`config.mk`:
```
export PLATFORM = sky130hd
export DESIGN_NAME = instr_encoder
export DESIGN_NICKNAME = d
export VERILOG_FILES = /design/src/rtl/instr_encoder.sv
export SDC_FILE = /design/constraint.sdc
export NUM_CORES = 1
export LEC_CHECK = 0
export CORE_MARGIN = 4
export CORE_UTILIZATION = 56
export CTS_BUF_LIST = sky130_fd_sc_hd__clkbuf_4 sky130_fd_sc_hd__clkbuf_8
export DETAILED_ROUTE_END_ITERATION = 8
export PLACE_DENSITY = 0.94
export SLEW_MARGIN = 0
export SYNTH_ARGS = -nofsm -noshare
export SYNTH_HDL_FRONTEND = slang
export SYNTH_SLANG_ARGS = --single-unit
```
`constraint.sdc`:
```
create_clock -name clk -period 5.9 [get_ports clk]
set_clock_uncertainty 0.05 [all_clocks]
set_input_delay 1.18 -clock clk [delete_from_list [all_inputs] [get_ports clk]]
set_output_delay 1.18 -clock clk [all_outputs]
set_load 0.005 [all_outputs]
```
`src/rtl/instr_encoder.sv`:
```
// Symbolic RV32I request (addi/bne/nop) to machine-word encoder with a single
// registered write stage toward instruction memory. Tracks fill level and first error.
module instr_encoder #(
  parameter int unsigned DEPTH      = 256,
  parameter int unsigned ADDR_WIDTH = 32,
  parameter int unsigned BASE_ADDR  = 0,
  localparam int unsigned CW        = $clog2(DEPTH + 1)
) (
  input  logic                  clk,
  input  logic                  rst_n,
  input  logic                  start,
  input  logic                  in_valid,
  output logic                  in_ready,
  input  logic [1:0]            in_op,
  input  logic [4:0]            in_rd,
  input  logic [4:0]            in_rs1,
  input  logic [4:0]            in_rs2,
  input  logic [12:0]           in_imm,
  output logic                  mem_we,
  output logic [ADDR_WIDTH-1:0] mem_addr,
  output logic [31:0]           mem_wdata,
  output logic [CW-1:0]         word_count,
  output logic                  done,
  output logic                  err,
  output logic [1:0]            err_code
);

  typedef enum logic [1:0] {S_IDLE, S_RUN, S_FULL} state_t;

  localparam logic [CW-1:0]         DEPTH_C = CW'(DEPTH);
  localparam logic [ADDR_WIDTH-1:0] BASE_C  = ADDR_WIDTH'(BASE_ADDR);

  localparam logic [1:0] OP_ADDI = 2'b00;
  localparam logic [1:0] OP_BNE  = 2'b01;
  localparam logic [1:0] OP_NOP  = 2'b10;

  localparam logic [1:0] E_ILLEGAL = 2'b01;
  localparam logic [1:0] E_RANGE   = 2'b10;
  localparam logic [1:0] E_ALIGN   = 2'b11;

  state_t                  state_q, state_d;
  logic [ADDR_WIDTH-1:0]   ptr_q, ptr_d;
  logic [CW-1:0]           count_q, count_d;
  logic                    we_q, we_d;
  logic [ADDR_WIDTH-1:0]   addr_q, addr_d;
  logic [31:0]             wdata_q, wdata_d;
  logic                    err_q, err_d;
  logic [1:0]              err_code_q, err_code_d;

  logic [31:0] enc_word;
  logic        enc_ok;
  logic [1:0]  enc_code;

  always_comb begin
    enc_word = 32'h0000_0013;
    enc_ok   = 1'b1;
    enc_code = 2'b00;
    unique case (in_op)
      OP_ADDI: begin
        enc_word = {in_imm[11:0], in_rs1, 3'b000, in_rd, 7'b0010011};
        if (in_imm[12] != in_imm[11]) begin
          enc_ok   = 1'b0;
          enc_code = E_RANGE;
        end
      end
      OP_BNE: begin
        enc_word = {in_imm[12], in_imm[10:5], in_rs2, in_rs1, 3'b001,
                    in_imm[4:1], in_imm[11], 7'b1100011};
        if (in_imm[0]) begin
          enc_ok   = 1'b0;
          enc_code = E_ALIGN;
        end
      end
      OP_NOP: enc_word = 32'h0000_0013;
      default: begin
        enc_ok   = 1'b0;
        enc_code = E_ILLEGAL;
      end
    endcase
  end

  // Count already includes the pending write, so the limit check needs no lookahead.
  assign in_ready = (state_q == S_RUN) && !start && (count_q < DEPTH_C);

  // NOTE: every next-state signal gets its hold value first so no path leaves it
  // unassigned, which keeps this block purely combinational (no latches).
  always_comb begin
    state_d    = state_q;
    ptr_d      = ptr_q;
    count_d    = count_q;
    we_d       = 1'b0;
    addr_d     = addr_q;
    wdata_d    = wdata_q;
    err_d      = err_q;
    err_code_d = err_code_q;

    if (start) begin
      state_d    = S_RUN;
      ptr_d      = BASE_C;
      count_d    = '0;
      err_d      = 1'b0;
      err_code_d = 2'b00;
    end else if (in_valid && in_ready) begin
      if (enc_ok) begin
        we_d    = 1'b1;
        addr_d  = ptr_q;
        wdata_d = enc_word;
        ptr_d   = ptr_q + ADDR_WIDTH'(4);
        count_d = count_q + CW'(1);
        if (count_d == DEPTH_C) state_d = S_FULL;
      end else begin
        err_d = 1'b1;
        if (!err_q) err_code_d = enc_code;
      end
    end
  end

  // NOTE: state registers use non-blocking assignments so every flop samples
  // the pre-edge values regardless of block ordering.
  always_ff @(posedge clk or negedge rst_n) begin
    if (!rst_n) begin
      state_q    <= S_IDLE;
      ptr_q      <= BASE_C;
      count_q    <= '0;
      we_q       <= 1'b0;
      addr_q     <= BASE_C;
      wdata_q    <= '0;
      err_q      <= 1'b0;
      err_code_q <= 2'b00;
    end else begin
      state_q    <= state_d;
      ptr_q      <= ptr_d;
      count_q    <= count_d;
      we_q       <= we_d;
      addr_q     <= addr_d;
      wdata_q    <= wdata_d;
      err_q      <= err_d;
      err_code_q <= err_code_d;
    end
  end

  assign mem_we     = we_q;
  assign mem_addr   = addr_q;
  assign mem_wdata  = wdata_q;
  assign word_count = count_q;
  assign done       = (state_q == S_FULL);
  assign err        = err_q;
  assign err_code   = err_code_q;

endmodule

```
### Yosys cells after proc, flatten, opt, wreduce, memory -nomap -nowiden

Index checks and enable logic that the tools add are counted.

| storage, ports and cells | value |
|---|---|
| output and inout bits | 79 |
| input port bits | 34 |
| register bits after elaboration | 111 |
| word-level logic and storage cells | 60 |

| cells by class | value |
|---|---|
| bitwise logic cells | 1 |
| equality and inequality tests | 8 |
| mux-type cells | 27 |
| reduce and logical (&&, ||, !) cells | 13 |
| order comparisons | 1 |
| add/subtract/negate cells | 2 |

Operator list:

| operator | number |
|---|---|
| $mux 32 | 3 |
| $pmux 32 s2 | 1 |
| $add 32x3->32 const B | 1 |
| $mux 9 | 3 |
| $mux 2 | 10 |
| $add 9x1->9 const B | 1 |
| $eq 9x9->1 const B | 1 |
| $lt 9x9->1 const B | 1 |
| $reduce_and 3->1 | 3 |
| $mux 1 | 8 |
| $pmux 2 s3 | 1 |
| $reduce_bool 2->1 | 3 |
| $eq 2x1->1 const B | 2 |
| $eq 2x2->1 const B | 2 |
| $ne 2x2->1 const B | 2 |
| $reduce_and 2->1 | 2 |
| $logic_and 1x1->1 | 3 |
| $pmux 1 s3 | 1 |
| $logic_not 2->1 | 1 |
| $logic_not 1->1 | 1 |
| $ne 1x1->1 | 1 |
| $not 1->1 | 1 |

### Logic depth before layout (Yosys ltp)

| logic depth | value |
|---|---|
| depth in word-level cells | 7 |
| mapped depth | 8 |

### Worst setup path after synthesis

OpenSTA, ideal clock, no wires.

| timing path | value |
|---|---|
| path kind | in2out |
| start | input start |
| end | output in_ready |
| path buffers | 1 |
| slack | 2932 ps |
| data arrival time | 1738 ps |
| stages | 2 |
| cell sequence | buf_6 > nor4b_4 |

| between the ends | value |
|---|---|
| cells in the longest elaborated chain, start to end | 3 |

Ends and longest elaborated chain:

| what | line | source |
|---|---|---|
| from (decl) | 11 | `input logic start,` |
| $logic_not 1->1 | 83 | `assign in_ready = (state_q == S_RUN) && !start && (count_q < DEPTH_C);` |
| $logic_and 1x1->1 (2 in a row) | 83 |  |
| to (decl) | 13 | `output logic in_ready,` |

Every way passes these cells.

### Final worst setup path

Ends and elaborated chain as after synthesis.

==> flow_summary.toml <==
[outcome]
outcome = "finished clean"

[setup_path]
cp_cell_sequence = "clkdlybuf4s50_1 > buf_4 > nor4b_4 > clkdlybuf4s50_1"
slowest_stage = "clkdlybuf4s50_1"
critPathBufInv = 3
critPathMaxStageDelay_ns = 0.63
cp_top_family = "buffers and inverters"
crit_top_cell = "clkdlybuf4s50_1"
start_kind = "input pin"
end_kind = "output pin"
critPathKind = "input pin to output pin"
cp.depth = 4
cp.arrival_ns = 3.05
required_ns = 4.67
critical_path.max_fanout = 36
rr_worst_depth = 5

[pwr]
p_leak_nw = 2.70
pwr_density_cell_nw_per_um2 = 223
ir_drop_uv = 154

[sta]
slew_headroom_pct = 28.4
fin_crit_sh_pct = 72.6
final.setup.tns_ns = 0
hold_violations = 0
worstMarginPinSlew_ns = 1.07
finalSetupViolations = 0
rsz0062_at_grt = "no"
max_freq_mhz = 233
drv_slew = 0
period_needed_ns = 4.28
post-route-worst-setup-slack_ns = 1.62

[floorplanning]
dieHeight_um = 100
floorplan.initialDensity_pct = 57.7
die_w_um = 100
placement_rows = 33
die_area_um2 = 10100
io_pins = 113
fp.coreArea_um2 = 8260

[routing]
postRouteWirelength_um = 12000
drcViolationCount = 0
routed-via-count = 4146
wl_per_cell_um = 17.2
vias_per_cell = 5.95
first_pass_iters = 5
ant_nets = 0
drt_iter0_drc = 252

[clock_tree]
cts_sinks = 100
clkSlewWorstSetupHoldPaths_ns = 0.10
clock_path_buffers = 2
post_cts_resized = 0
numCtsBuffers = 9
holdBufCountCts = 0
cts_max_level = 3
cts-root-buf = "clkbuf_8"
clk_latency_ns = 0.37
postCtsSetupBuffers = 0
cts_tree = "built"

[synth]
syn_area_per_cell_um2 = 9.56
syn_inst = 499
yosys_warnings = 0
synth_compound_area_share_pct = 9.24
synth_area_leaders = "dfrtp_1, nand2_1, mux2i_1"
synth-main-ff-cell = "dfrtp_1"
synth_top_area_share_pct = 52.5
async_flop_share_pct = 100
synth_top_family_by_area = "simple AND/OR/NAND/NOR gates"
synth_top_cell_by_area = "dfrtp_1"
synthMuxAreaShare_pct = 5.43
ys_seq_area_share_pct = 52.5
netlist_area_um2 = 4770
synth_edf_count = 0
yosys.area_share.adder_pct = 0.787
synth_cell_types = 45
ys_ff_latch = 100
synth_simple_gate_area_share_pct = 26.9
yosys.area_share.xor_xnor_pct = 0.367

[grt]
grt_max_degree = 118
antenna_found_initial = 0
grt_pass1_vias = 3991
grt_pass1_wl_um = 19400
grt_remaining_overflow = 0
grt_use_total_pct = 24.2

[cells_and_area]
multi_input_area_um2 = 2060
finalNonFillerCells = 697
drive_gt1_share_pct = 5.24
seq_area_um2 = 2500
fillers = 599
fin_util_pct = 72.5
nNetsFinal = 624
antenna_cells = 0
area_growth_pct = 25.5

[placement]
dp_cells = 681
dp_hpwl_um = 8150
pre_cts_slack_ns = 1.65
portBuffers = 106
place_congestion = 0.865

[hold_path]
min_path_type = "flop to flop"
worstHoldPathCells = 2

[run]
drv_cap = 0
## per-stage QoR
stage	area, µm²	hold WS [ns]	total power [mW]
2_1_floorplan	4790	0.399	0.822
3_3_place_gp	5810	0.400	0.931
3_5_place_dp	5810	0.406	0.940
4_1_cts	5980	0.427	1.34
5_1_grt	5980	0.458	1.38
6_report	5980	0.425	1.33
## final cells by class
class	instances	share of cell area [%]
sequential	100	41.8
multi-input combinational	360	34.5
timing repair buffer	110	18.2
clock buffer	10	2.30
tap	105	2.20
clock inverter	6	0.669
inverter	6	0.376
## synth_stat cells, drive strengths merged, types with 3 or more instances
library cell	n
ha	3
o21ai	13
o31ai	20
nor4	10
nand2	143
buf	22
nor3	6
a211o	5
a21oi	16
nand3	18
clkbuf	16
nor2b	7
and4	7
and3	9
dfrtp	100
inv	5
nand3b	11
mux2	7
nor3b	5
mux2i	18
or3	5
or4	8
nand4	10
nor2	12
## power by group
part	switching, mW	total, mW	internal (mW)
Clock	0.243	0.407	0.164
Sequential	0.0208	0.737	0.716
Combinational	0.0914	0.190	0.0982
Total	0.355	1.33	0.979
## worst min-delay path: cells and delay by family, from the launching register on
kind	cells	cell delay (ns)
flops	1	0.35
simple gates	2	0.10
## path summary, 6_finish.rpt
path	slack, ns	end	from
max	1.62	in_ready	start
min	0.43	mem_wdata[25]	mem_wdata[25]
max reg2reg	3.32	ptr_q[18]	state_q[1]
min reg2reg	0.43	mem_wdata[25]	mem_wdata[25]
max in group asynchronous	3.92	ptr_q[4]	rst_n
min in group asynchronous	0.75	mem_addr[17]	rst_n
## layout by cell type, fill, tap and decap left out, types with 6 or more instances in the layout
cell type / Yosys / final
nand2_1: 143 / 143
clkdlybuf4s50_1: 0 / 105
dfrtp_1: 100 / 100
o31ai_1: 20 / 20
nand3_1: 18 / 18
mux2i_1: 18 / 18
a21oi_1: 16 / 16
nor2_1: 12 / 12
o21ai_0: 11 / 11
nand3b_1: 11 / 11
nand4_1: 10 / 10
nor4_1: 10 / 10
clkbuf_8: 0 / 10
and3_1: 9 / 9
or4_1: 8 / 8
nor2b_1: 7 / 7
and4_1: 7 / 7
mux2_2: 7 / 7
nor3_1: 6 / 6
conb_1: 1 / 6
## per-layer routing
layer / global-route usage, % / part of all wire, % / wire (µm)
met5: 0 / 0 / 0
met4: 9.64 / 2.5 / 299
met3: 5.28 / 5.1 / 616
met2: 40.0 / 52 / 6190
met1: 31.0 / 41 / 4900
## flip-flops by register name, summed over array words and instances (netlist names)
signal,count
mem_wdata,25
err_code,2
state_q,2
ptr_q,30
mem_we,1
err,1
mem_addr,30
word_count,9
## cells by family after synthesis
logic type | Yosys count
AND/OR/NAND/NOR | 260
flip-flops | 100
other | 1
buffers and inverters | 44
multiplexers | 25
AO/OA/AOI/OAI | 64
XOR/XNOR | 2
adder cells (fa/ha/maj) | 3
Note: power is estimated with default switching activity, not from simulation.
